<file path="config.mk">
export PLATFORM = sky130hd
export DESIGN_NAME = reg_bus_master_flat
export DESIGN_NICKNAME = d
export VERILOG_FILES = /design/src/rtl/reg_bus_master_pkg.sv /design/src/rtl/reg_bus_master_if.sv /design/src/rtl/reg_bus_master_tmo.sv /design/src/rtl/reg_bus_master.sv /design/src/flat_wrapper.sv
export SDC_FILE = /design/constraint.sdc
export NUM_CORES = 1
export LEC_CHECK = 0
export ABC_AREA = 1
export CAP_MARGIN = 25
export CORE_MARGIN = 8
export CORE_UTILIZATION = 37
export DETAILED_ROUTE_END_ITERATION = 6
export GPL_TIMING_DRIVEN = 0
export PLACE_DENSITY = 0.75
export RECOVER_POWER = 50
export SLEW_MARGIN = 25
export SYNTH_ARGS = -nofsm -noshare
export SYNTH_HDL_FRONTEND = slang
export SYNTH_SLANG_ARGS = --single-unit
</file>
<file path="constraint.sdc">
create_clock -name mclk -period 1 [get_ports mclk]
set_input_delay 0.2 -clock mclk [delete_from_list [all_inputs] [get_ports mclk]]
set_output_delay 0.2 -clock mclk [all_outputs]
set_load 0.01 [all_outputs]
</file>
<file path="src/rtl/reg_bus_master_pkg.sv">
// Shared types and defaults for the Wishbone-to-register-bus initiator.
package reg_bus_pkg;
   typedef enum logic [1:0] {IDLE, REQ, DONE} reg_mst_state_t;

   localparam logic [31:0] REG_ERR_DATA = 32'hDEAD_0BAD;
   localparam int          REG_TMO_DEF  = 255;
endpackage

</file>
<file path="src/rtl/reg_bus_master_if.sv">
// Wishbone slave side and peripheral register-bus side of reg_bus_master.
interface reg_bus_master_if #(parameter int AW = 11);
   logic          wbs_cyc_i;
   logic          wbs_stb_i;
   logic          wbs_we_i;
   logic [AW-1:0] wbs_adr_i;
   logic [31:0]   wbs_dat_i;
   logic [3:0]    wbs_sel_i;
   logic [31:0]   wbs_dat_o;
   logic          wbs_ack_o;
   logic          wbs_err_o;
   logic          reg_cs;
   logic          reg_wr;
   logic [AW-1:0] reg_addr;
   logic [31:0]   reg_wdata;
   logic [3:0]    reg_be;
   logic [31:0]   reg_rdata;
   logic          reg_ack;

   modport master (
      input  wbs_cyc_i, wbs_stb_i, wbs_we_i, wbs_adr_i, wbs_dat_i, wbs_sel_i,
      input  reg_rdata, reg_ack,
      output wbs_dat_o, wbs_ack_o, wbs_err_o,
      output reg_cs, reg_wr, reg_addr, reg_wdata, reg_be
   );

   modport slave (
      output wbs_cyc_i, wbs_stb_i, wbs_we_i, wbs_adr_i, wbs_dat_i, wbs_sel_i,
      output reg_rdata, reg_ack,
      input  wbs_dat_o, wbs_ack_o, wbs_err_o,
      input  reg_cs, reg_wr, reg_addr, reg_wdata, reg_be
   );
endinterface

</file>
<file path="src/rtl/reg_bus_master_tmo.sv">
// Saturating response-timeout counter; expire flags the last allowed REQ cycle.
module reg_bus_tmo #(
   parameter int TMO_W   = 8,
   parameter int TMO_CYC = 255
) (
   input  logic clk,
   input  logic rst_n,
   input  logic clr,
   input  logic en,
   output logic expire
);
   localparam logic [TMO_W-1:0] CNT_MAX  = TMO_W'(TMO_CYC);
   localparam logic [TMO_W-1:0] CNT_LAST = TMO_W'(TMO_CYC - 1);

   logic [TMO_W-1:0] cnt;

   always_ff @(posedge clk or negedge rst_n) begin
      if (!rst_n)                     cnt <= '0;
      else if (clr)                   cnt <= '0;
      else if (en && cnt != CNT_MAX)  cnt <= cnt + 1'b1;
   end

   assign expire = en && (cnt == CNT_LAST);
endmodule

</file>
<file path="src/rtl/reg_bus_master.sv">
// Wishbone slave to register-bus initiator, one outstanding transaction.
// REG_BUS_MASTER_TMO_EN enables the response timeout, wbs_err_o and tmo_flag.
module reg_bus_master
   import reg_bus_pkg::*;
#(
   parameter int          AW       = 11,
   parameter int          TMO_W    = 8,
   parameter int          TMO_CYC  = REG_TMO_DEF,
   parameter logic [31:0] ERR_DATA = REG_ERR_DATA
) (
   input  logic             mclk,
   input  logic             h_reset_n,
   reg_bus_master_if.master bus,
   output logic             tmo_flag
);
   reg_mst_state_t state, state_nxt;
   logic accept, fin_ack, fin_tmo, expire;

   if ((TMO_CYC < 1) || (TMO_CYC > (2**TMO_W) - 1)) begin : g_bad_tmo
      $error("reg_bus_master: TMO_CYC must be within 1..2^TMO_W-1");
   end

   always_ff @(posedge mclk or negedge h_reset_n) begin
      if (!h_reset_n) state <= IDLE;
      else            state <= state_nxt;
   end

   // reg_ack is only looked at in REQ; ack beats a same-cycle expiry
   always_comb begin
      state_nxt = state;
      accept    = 1'b0;
      fin_ack   = 1'b0;
      fin_tmo   = 1'b0;
      case (state)
         IDLE: if (bus.wbs_cyc_i && bus.wbs_stb_i) begin
            accept    = 1'b1;
            state_nxt = REQ;
         end
         REQ: if (bus.reg_ack) begin
            fin_ack   = 1'b1;
            state_nxt = DONE;
         end else if (expire) begin
            fin_tmo   = 1'b1;
            state_nxt = DONE;
         end
         DONE:    state_nxt = IDLE;
         default: state_nxt = IDLE;
      endcase
   end

   always_ff @(posedge mclk or negedge h_reset_n) begin
      if (!h_reset_n) begin
         bus.reg_cs    <= 1'b0;
         bus.reg_wr    <= 1'b0;
         bus.reg_addr  <= '0;
         bus.reg_wdata <= '0;
         bus.reg_be    <= '0;
         bus.wbs_dat_o <= '0;
         bus.wbs_ack_o <= 1'b0;
         bus.wbs_err_o <= 1'b0;
      end else begin
         // a dropped cycle still completes on the register bus, silently
         bus.wbs_ack_o <= fin_ack && bus.wbs_cyc_i;
         bus.wbs_err_o <= fin_tmo && bus.wbs_cyc_i;
         if (accept) begin
            bus.reg_cs    <= 1'b1;
            bus.reg_wr    <= bus.wbs_we_i;
            bus.reg_addr  <= bus.wbs_adr_i;
            bus.reg_wdata <= bus.wbs_dat_i;
            bus.reg_be    <= bus.wbs_sel_i;
         end else if (fin_ack || fin_tmo) begin
            bus.reg_cs <= 1'b0;
         end
         if (fin_ack)      bus.wbs_dat_o <= bus.reg_wr ? 32'h0 : bus.reg_rdata;
         else if (fin_tmo) bus.wbs_dat_o <= bus.reg_wr ? 32'h0 : ERR_DATA;
      end
   end

`ifdef REG_BUS_MASTER_TMO_EN
   logic tmo_q;

   reg_bus_tmo #(.TMO_W(TMO_W), .TMO_CYC(TMO_CYC)) u_tmo (
      .clk    (mclk),
      .rst_n  (h_reset_n),
      .clr    (accept),
      .en     (state == REQ),
      .expire (expire)
   );

   always_ff @(posedge mclk or negedge h_reset_n) begin
      if (!h_reset_n)   tmo_q <= 1'b0;
      else if (accept)  tmo_q <= 1'b0;
      else if (fin_tmo) tmo_q <= 1'b1;
   end

   assign tmo_flag = tmo_q;
`else
   assign expire   = 1'b0;
   assign tmo_flag = 1'b0;
`endif
endmodule

</file>
<file path="src/flat_wrapper.sv">
// flat-port wrapper written by rule: the top's interface ports become plain ports
module reg_bus_master_flat import reg_bus_pkg::*;
#(
   parameter int          AW       = 11,
   parameter int          TMO_W    = 8,
   parameter int          TMO_CYC  = REG_TMO_DEF,
   parameter logic [31:0] ERR_DATA = REG_ERR_DATA
)
  (mclk, h_reset_n, tmo_flag, bus_wbs_cyc_i, bus_wbs_stb_i, bus_wbs_we_i, bus_wbs_adr_i, bus_wbs_dat_i, bus_wbs_sel_i, bus_reg_rdata, bus_reg_ack, bus_wbs_dat_o, bus_wbs_ack_o, bus_wbs_err_o, bus_reg_cs, bus_reg_wr, bus_reg_addr, bus_reg_wdata, bus_reg_be);
  reg_bus_master_if #(.AW(AW)) bus_i ();
  input  logic mclk;
  input  logic h_reset_n;
  output logic tmo_flag;
  input wire logic [$bits(bus_i.wbs_cyc_i)-1:0] bus_wbs_cyc_i;
  input wire logic [$bits(bus_i.wbs_stb_i)-1:0] bus_wbs_stb_i;
  input wire logic [$bits(bus_i.wbs_we_i)-1:0] bus_wbs_we_i;
  input wire logic [$bits(bus_i.wbs_adr_i)-1:0] bus_wbs_adr_i;
  input wire logic [$bits(bus_i.wbs_dat_i)-1:0] bus_wbs_dat_i;
  input wire logic [$bits(bus_i.wbs_sel_i)-1:0] bus_wbs_sel_i;
  input wire logic [$bits(bus_i.reg_rdata)-1:0] bus_reg_rdata;
  input wire logic [$bits(bus_i.reg_ack)-1:0] bus_reg_ack;
  output wire logic [$bits(bus_i.wbs_dat_o)-1:0] bus_wbs_dat_o;
  output wire logic [$bits(bus_i.wbs_ack_o)-1:0] bus_wbs_ack_o;
  output wire logic [$bits(bus_i.wbs_err_o)-1:0] bus_wbs_err_o;
  output wire logic [$bits(bus_i.reg_cs)-1:0] bus_reg_cs;
  output wire logic [$bits(bus_i.reg_wr)-1:0] bus_reg_wr;
  output wire logic [$bits(bus_i.reg_addr)-1:0] bus_reg_addr;
  output wire logic [$bits(bus_i.reg_wdata)-1:0] bus_reg_wdata;
  output wire logic [$bits(bus_i.reg_be)-1:0] bus_reg_be;
  assign bus_i.wbs_cyc_i = bus_wbs_cyc_i;
  assign bus_i.wbs_stb_i = bus_wbs_stb_i;
  assign bus_i.wbs_we_i = bus_wbs_we_i;
  assign bus_i.wbs_adr_i = bus_wbs_adr_i;
  assign bus_i.wbs_dat_i = bus_wbs_dat_i;
  assign bus_i.wbs_sel_i = bus_wbs_sel_i;
  assign bus_i.reg_rdata = bus_reg_rdata;
  assign bus_i.reg_ack = bus_reg_ack;
  assign bus_wbs_dat_o = bus_i.wbs_dat_o;
  assign bus_wbs_ack_o = bus_i.wbs_ack_o;
  assign bus_wbs_err_o = bus_i.wbs_err_o;
  assign bus_reg_cs = bus_i.reg_cs;
  assign bus_reg_wr = bus_i.reg_wr;
  assign bus_reg_addr = bus_i.reg_addr;
  assign bus_reg_wdata = bus_i.reg_wdata;
  assign bus_reg_be = bus_i.reg_be;
  reg_bus_master #(.AW(AW), .TMO_W(TMO_W), .TMO_CYC(TMO_CYC), .ERR_DATA(ERR_DATA)) u_core (.mclk(mclk), .h_reset_n(h_reset_n), .bus(bus_i), .tmo_flag(tmo_flag));
endmodule
</file>
==> results of run 1 <==
cell type report:
type / instances / area share
Buffer: 30 / 0.04326
Clock buffer: 10 / 0.02006
Timing Repair Buffer: 230 / 0.3270
Sequential cell: 84 / 0.3308
Tap cell: 133 / 0.02616
Inverter: 37 / 0.02262
Clock inverter: 5 / 0.01219
Multi-Input combinational cell: 285 / 0.2179
worst max path at each step:
stage | from | to | cells after the start
final | u_core.state[0] | u_core.bus.reg_wdata[21] | 6
after global routing | u_core.state[0] | u_core.bus.reg_wdata[21] | 6
after CTS | u_core.state[1] | u_core.bus.reg_wdata[27] | 6
after detailed placement | bus_wbs_cyc_i | u_core.bus.reg_wdata[27] | 7
after global placement | h_reset_n | u_core.bus.reg_wdata[8] | 1
after floorplan | u_core.state[0] | u_core.bus.reg_be[0] | 5
placed cells by master, fill, tap and decap left out:
cell type        count
nand2_1            119
clkdlybuf4s50_1     82
dfrtp_1             82
nand3_1             80
buf_4               63
buf_6               50
buf_2               47
nand2_2             39
inv_1               35
nor2_1              30
clkbuf_8             9
buf_8                6
nand2_4              6
clkbuf_1             4
nor2_2               3
clkbuf_16            3
nor2_4               2
nand2_8              2
clkbuf_2             2
conb_1               2
clkinv_2             2
bufinv_16            2
buf_12               2
dfrtp_2              2
nand3_4              1
inv_2                1
clkinv_4             1
o21ai_2              1
clkinvlp_4           1
buf_16               1
dlygate4sd3_1        1
kinds of logic after synthesis:
group / count (synthesis) / share of synthesized area
compound gates: 1 / 0.001390
other cells: 1 / 0.001043
simple gates: 281 / 0.3257
flops: 84 / 0.5846
buf+inv: 68 / 0.08733
per-stage QoR:
| step | hold WS [ns] | setup WS [ns] | instance area, µm² | util |
|---|---|---|---|---|
| after floorplan | -0.09559 | -0.04837 | 3612 | - |
| after global placement | 0.4525 | -3.346 | 5430 | 0.5660 |
| after detailed placement | 0.04975 | -0.5555 | 5459 | 0.5690 |
| after CTS | 0.1497 | -0.1693 | 5801 | 0.6046 |
| after global routing | 0.1591 | -0.2519 | 6362 | 0.6631 |
| final | 0.1699 | -0.1954 | 6362 | 0.6631 |
registers in the layout, indices dropped and copies added, names as in the netlist:
register,flops
u_core.bus.reg_addr,11
u_core.bus.reg_be,4
u_core.bus.reg_cs,1
u_core.bus.reg_wdata,32
u_core.bus.reg_wr,1
u_core.bus.wbs_ack_o,1
u_core.bus.wbs_dat_o,32
u_core.state,2
power by group through the flow:
stage                     Sequential (mW)  Clock (mW)  Combinational, mW
after CTS                            4.92        2.65               4.59
final                                4.98        2.61               5.57
after detailed placement             4.94           0               4.57
after global placement               4.89           0               4.49
after floorplan                      5.36           0               1.31
after global routing                 5.06        2.81               6.07
synthesized netlist by cell type (all sizes together):
library cell | count | area share
o21ai | 1 | 0.0014
conb | 1 | 0.0010
inv | 37 | 0.039
nand3 | 81 | 0.11
nor2 | 35 | 0.039
clkbuf | 6 | 0.0063
nand2 | 165 | 0.17
dfrtp | 84 | 0.58
buf | 25 | 0.042
layer usage:
layer	GRT usage	vias up
met4	0.04969	0
met1	0.2064	1748
met3	0.07964	13
met5	0	-
li1	-	1817
met2	0.2807	120
timing repair:
action,CTS,global route
hold buffers,1,0
gates resized for setup,407,71
buffers inserted,22,34
endpoints found under the setup margin,164,166
gates cloned,3,5
pin swaps,3,4
hold endpoints to repair,21,0
worst max-delay path: stages, from the launching register on:
cell	delay [ns]
dfrtp_2	0.43
nor2_4	0.15
buf_12	0.15
nand2_8	0.07
clkbuf_16	0.17
nand2_1	0.06
nand2_1	0.06
==> impl_metrics.yaml, run 1 <==
status:
  status: "finished with violations"
  violations: "setup timing"
critical_path:
  r2r_slack_ns: -0.20
  start_kind: "flop"
  crit_path_max_fanout: 5
  r2r_cells: 6
  cp.required_ns: 1.23
  rr_endpoint: "u_core.bus.reg_wdata[21]"
  crit_path_end_kind: "flop"
  path_class: "flop to flop"
  worstPathArrival_ns: 1.42
  regToRegStartpoint: "u_core.state[0]"
yosys:
  syn-mean-instance-area_um2: 8.267
  yosys_warnings: 0
  yosysUniqueCellTypes: 15
  yosysSeqAreaShare: 0.5846
  synth-seq-cells: 84
  syn_area_um2: 3596
  netlist_instances: 435
min_path:
  whs_path_depth: 2
  hold_end: "u_core.state[0]"
  hold_path_class: "primary input to flop"
  worstHoldStart: "bus_reg_ack"
placement:
  hpwl_um: 8215
  dp.cells: 735
  gp_congestion: 0.7274
  port-buffer-count: 165
floorplanning:
  initial_core_util: 0.3748
  core_um2: 9594
  dieWidth_um: 114.6
  die_y_um: 114.6
  ios: 169
  rows: 36
  die_area_um2: 13130
route:
  vias: 3698
  dr.pass1.iters: 4
  wl_met2_um: 6038
  via_per_inst: 4.543
  met3_length_um: 1159
  top_layer_used: "met4"
  drt_iter0_markers: 167
  wl_met1_um: 4921
  drc: 0
  postRouteAntennaNets: 0
  wl_um: 12270
  avgRoutedWirePerCell_um: 15.07
power:
  p_clk_frac: 0.198
  vdd_ir_drop_max_uv: 1147
  p_comb_frac: 0.423
  power_density_nw_per_um2: 2067
  p_leak_nw: 3.439
  power.share.switching: 0.3297
  p_int_mw: 8.816
  power_mw: 13.15
  p_seq_frac: 0.379
  switching_power_mw: 4.337
clock_tree:
  clock-root-buffer: "clkbuf_8"
  numCtsBuffers: 9
  clock_latency_ns: 0.34
  cts.sinks: 84
  clk_path_buf_depth: 2
  cts_tree: "yes"
  clk_pin_slew_ns: 0.08
  cts.htree.levels: 3
timing:
  tns_ns: -16.38
  hold_viol: 0
  slew_viol_final: 0
  max_freq_mhz: 836.5
  layout_min_cycle_time_ns: 1.195
  rsz0062_at_grt: "yes"
  fin_worst_skew_ns: 0.01298
  finalSetupViolCount: 164
  fin_ws_ns: -0.1954
  period_share: 1.195
layout:
  drive_above_1_share: 0.3612
  syn2layout_area_growth_pct: 76.93
  n_antenna_cell: 0
  fin_cells: 814
  n_fill_cell: 822
  seq_area_um2: 2105
  multi_input_area_um2: 1386
  nets: 762
global_route:
  grt_usage: 0.1752
  antenna_found_initial: 0
  grt_overflow: 0
  grt_pass1_wl_um: 18440
  grt_max_degree: 69
  grt_pass1_vias: 3578
run:
  cap_viol_max_count: 0
(Power assumes the default switching activity.)
==> run 2, diff against run 1 <==
- CORE_UTILIZATION: 37 -> 48
- DONT_BUFFER_PORTS: unset -> 1
- MAX_ROUTING_LAYER: unset -> met4
- PLACE_DENSITY: 0.75 -> 0.64
==> run 2 against run 1 <==
The flow finishes with violations (hold timing, setup timing). Die area down 20%. Total power down 18%. Clock power about the same. Worst hold slack worse by 0.63 ns. Largest power group is now sequential cells. Design area down 21%.
==> impl_metrics.yaml, run 2 (synthesis gave the netlist of run 1 again) <==
status:
  status: "finished with violations"
  violations: "hold timing, setup timing"
global_route:
  top_usage_layer: "met2"
  grt_overflow: 0
  grt_usage: 0.1968
  antenna_found_initial: 0
  grt.met1_usage: 0.2280
  grt_max_degree: 85
  met3_usage: 0.06212
  grt_pass1_wl_um: 15610
  grtUsageMet2: 0.3132
  grt_pass1_vias: 3055
route:
  postRouteAntennaNets: 0
  drt_iter0_markers: 131
  avgRoutedWirePerCell_um: 17.77
  drc: 0
  vias: 3166
  via_per_inst: 5.115
  wl_um: 11000
  dr.pass1.iters: 4
critical_path:
  start_kind: "flop"
  critPathLaunch: "u_core.state[0]"
  regToRegStartpoint: "u_core.state[0]"
  worstPathArrival_ns: 1.45
  path_class: "flop to flop"
  rr_endpoint: "u_core.bus.reg_wdata[23]"
  crit_path_end_kind: "flop"
  crit_path_max_fanout: 6
  r2r_cells: 6
  r2r_slack_ns: -0.21
  cp.required_ns: 1.24
power:
  power_mw: 10.74
  p_leak_nw: 2.663
  power_density_nw_per_um2: 2141
  vdd_ir_drop_max_uv: 1161
timing:
  layout_min_cycle_time_ns: 1.215
  period_share: 1.215
  fin_ws_ns: -0.2146
  hold_viol: 84
  max_freq_mhz: 823.3
  finalSetupViolCount: 85
  slew_viol_final: 0
  fin_worst_skew_ns: 0.004721
  timing.hold.ws_ns: -0.4580
  rsz0062_at_grt: "yes"
  tns_ns: -12.88
layout:
  largest_registers: "u_core.bus.reg_wdata: 32 flops, u_core.bus.wbs_dat_o: 32 flops, u_core.bus.reg_addr: 11 flops"
  nets: 600
  final_common_cell: "nand2_1"
  syn2layout_area_growth_pct: 39.53
  drive_above_1_share: 0.2197
  layout_common_cells: "133 x nand2_1, 77 x nand3_1, 73 x dfrtp_1"
floorplanning:
  initial_core_util: 0.4958
  core_um2: 7253
  dieWidth_um: 102.6
  die_area_um2: 10520
  die_y_um: 102.6
  rows: 31
  ios: 169
placement:
  port-buffer-count: 0
  gp_congestion: 0.7418
  hpwl_um: 6789
clock_tree:
  clk_pin_slew_ns: 0.08
  numCtsBuffers: 9
  clock_latency_ns: 0.35
  cts.htree.levels: 3
  hold_buffers: 49
  clock-root-buffer: "clkbuf_8"
  cts_tree: "yes"
  cts.sinks: 84
  clk_path_buf_depth: 2
run:
  cap_viol_max_count: 0
min_path:
  hold_path_class: "primary input to async pin"
## run 2: changes by cell type in the layout (fill, tap and decap cells not counted), moves of 12 or more
cell / previous run / this run
buf_2: 47 / 4
buf_4: 63 / 7
buf_6: 50 / 18
clkdlybuf4s50_1: 82 / 0
dlygate4sd3_1: 1 / 49
nand2_1: 119 / 133
nand2_2: 39 / 27
## run 2: worst max-delay path, cell delays in order, from the launching register on
cell and delay, ns:
dfrtp_2 0.45, nor2_4 0.14, buf_6 0.15, nand2_8 0.09
clkbuf_16 0.18, nand2_2 0.06, nand2_1 0.05
## run 2: area by class of cell
type	count	area (µm²)
clock inverters	5	77.57
well taps	99	123.9
flip-flops and latches	84	2116
multi-input cells	285	1351
plain buffers	30	290.3
fillers	592	2236
clock buffers	10	127.6
repair buffers	68	789.5
diodes	1	2.502
inverters	37	138.9
## run 2: per-layer routing
metal	part of all wire	vias to the layer above	wire length [µm]
met5	0	-	0
met4	0.0092	0	101
met3	0.095	9	1043
met2	0.50	139	5530
met1	0.39	1526	4326
li1	-	1492	-
## run 2: through the flow
step	util	instances	cell area [µm²]	worst slack [ns]
after floorplan	-	436	3612	-0.04837
after global placement	0.5151	535	3736	-0.2377
after detailed placement	0.5151	535	3736	-0.2630
after CTS	0.6341	606	4599	-0.1488
after global routing	0.6914	618	5015	-0.2654
final	0.6917	619	5017	-0.2146
## run 2: worst max-delay path by stage
stage,end,slack [ns],depth (start not counted)
after floorplan,u_core.bus.reg_be[0],-0.05,5
after global placement,u_core.bus.reg_wdata[29],-0.24,5
after detailed placement,u_core.bus.reg_wdata[28],-0.26,5
after CTS,u_core.bus.reg_wdata[23],-0.15,5
after global routing,u_core.bus.reg_wdata[23],-0.27,6
final,u_core.bus.reg_wdata[23],-0.21,6
## run 2: what timing repair did
action	CTS	global route
pin swaps	5	10
hold endpoints to repair	133	84
endpoints found under the setup margin	99	148
gates cloned	2	8
resized for setup	36	69
setup buffers	5	5
## run 2: report_power, final
part	internal [mW]	leakage [nW]	switching [mW]	total, mW
clock	1.39	0.102	1.20	2.58
combinational	1.25	1.52	1.21	2.47
sequential	4.37	1.05	1.33	5.69
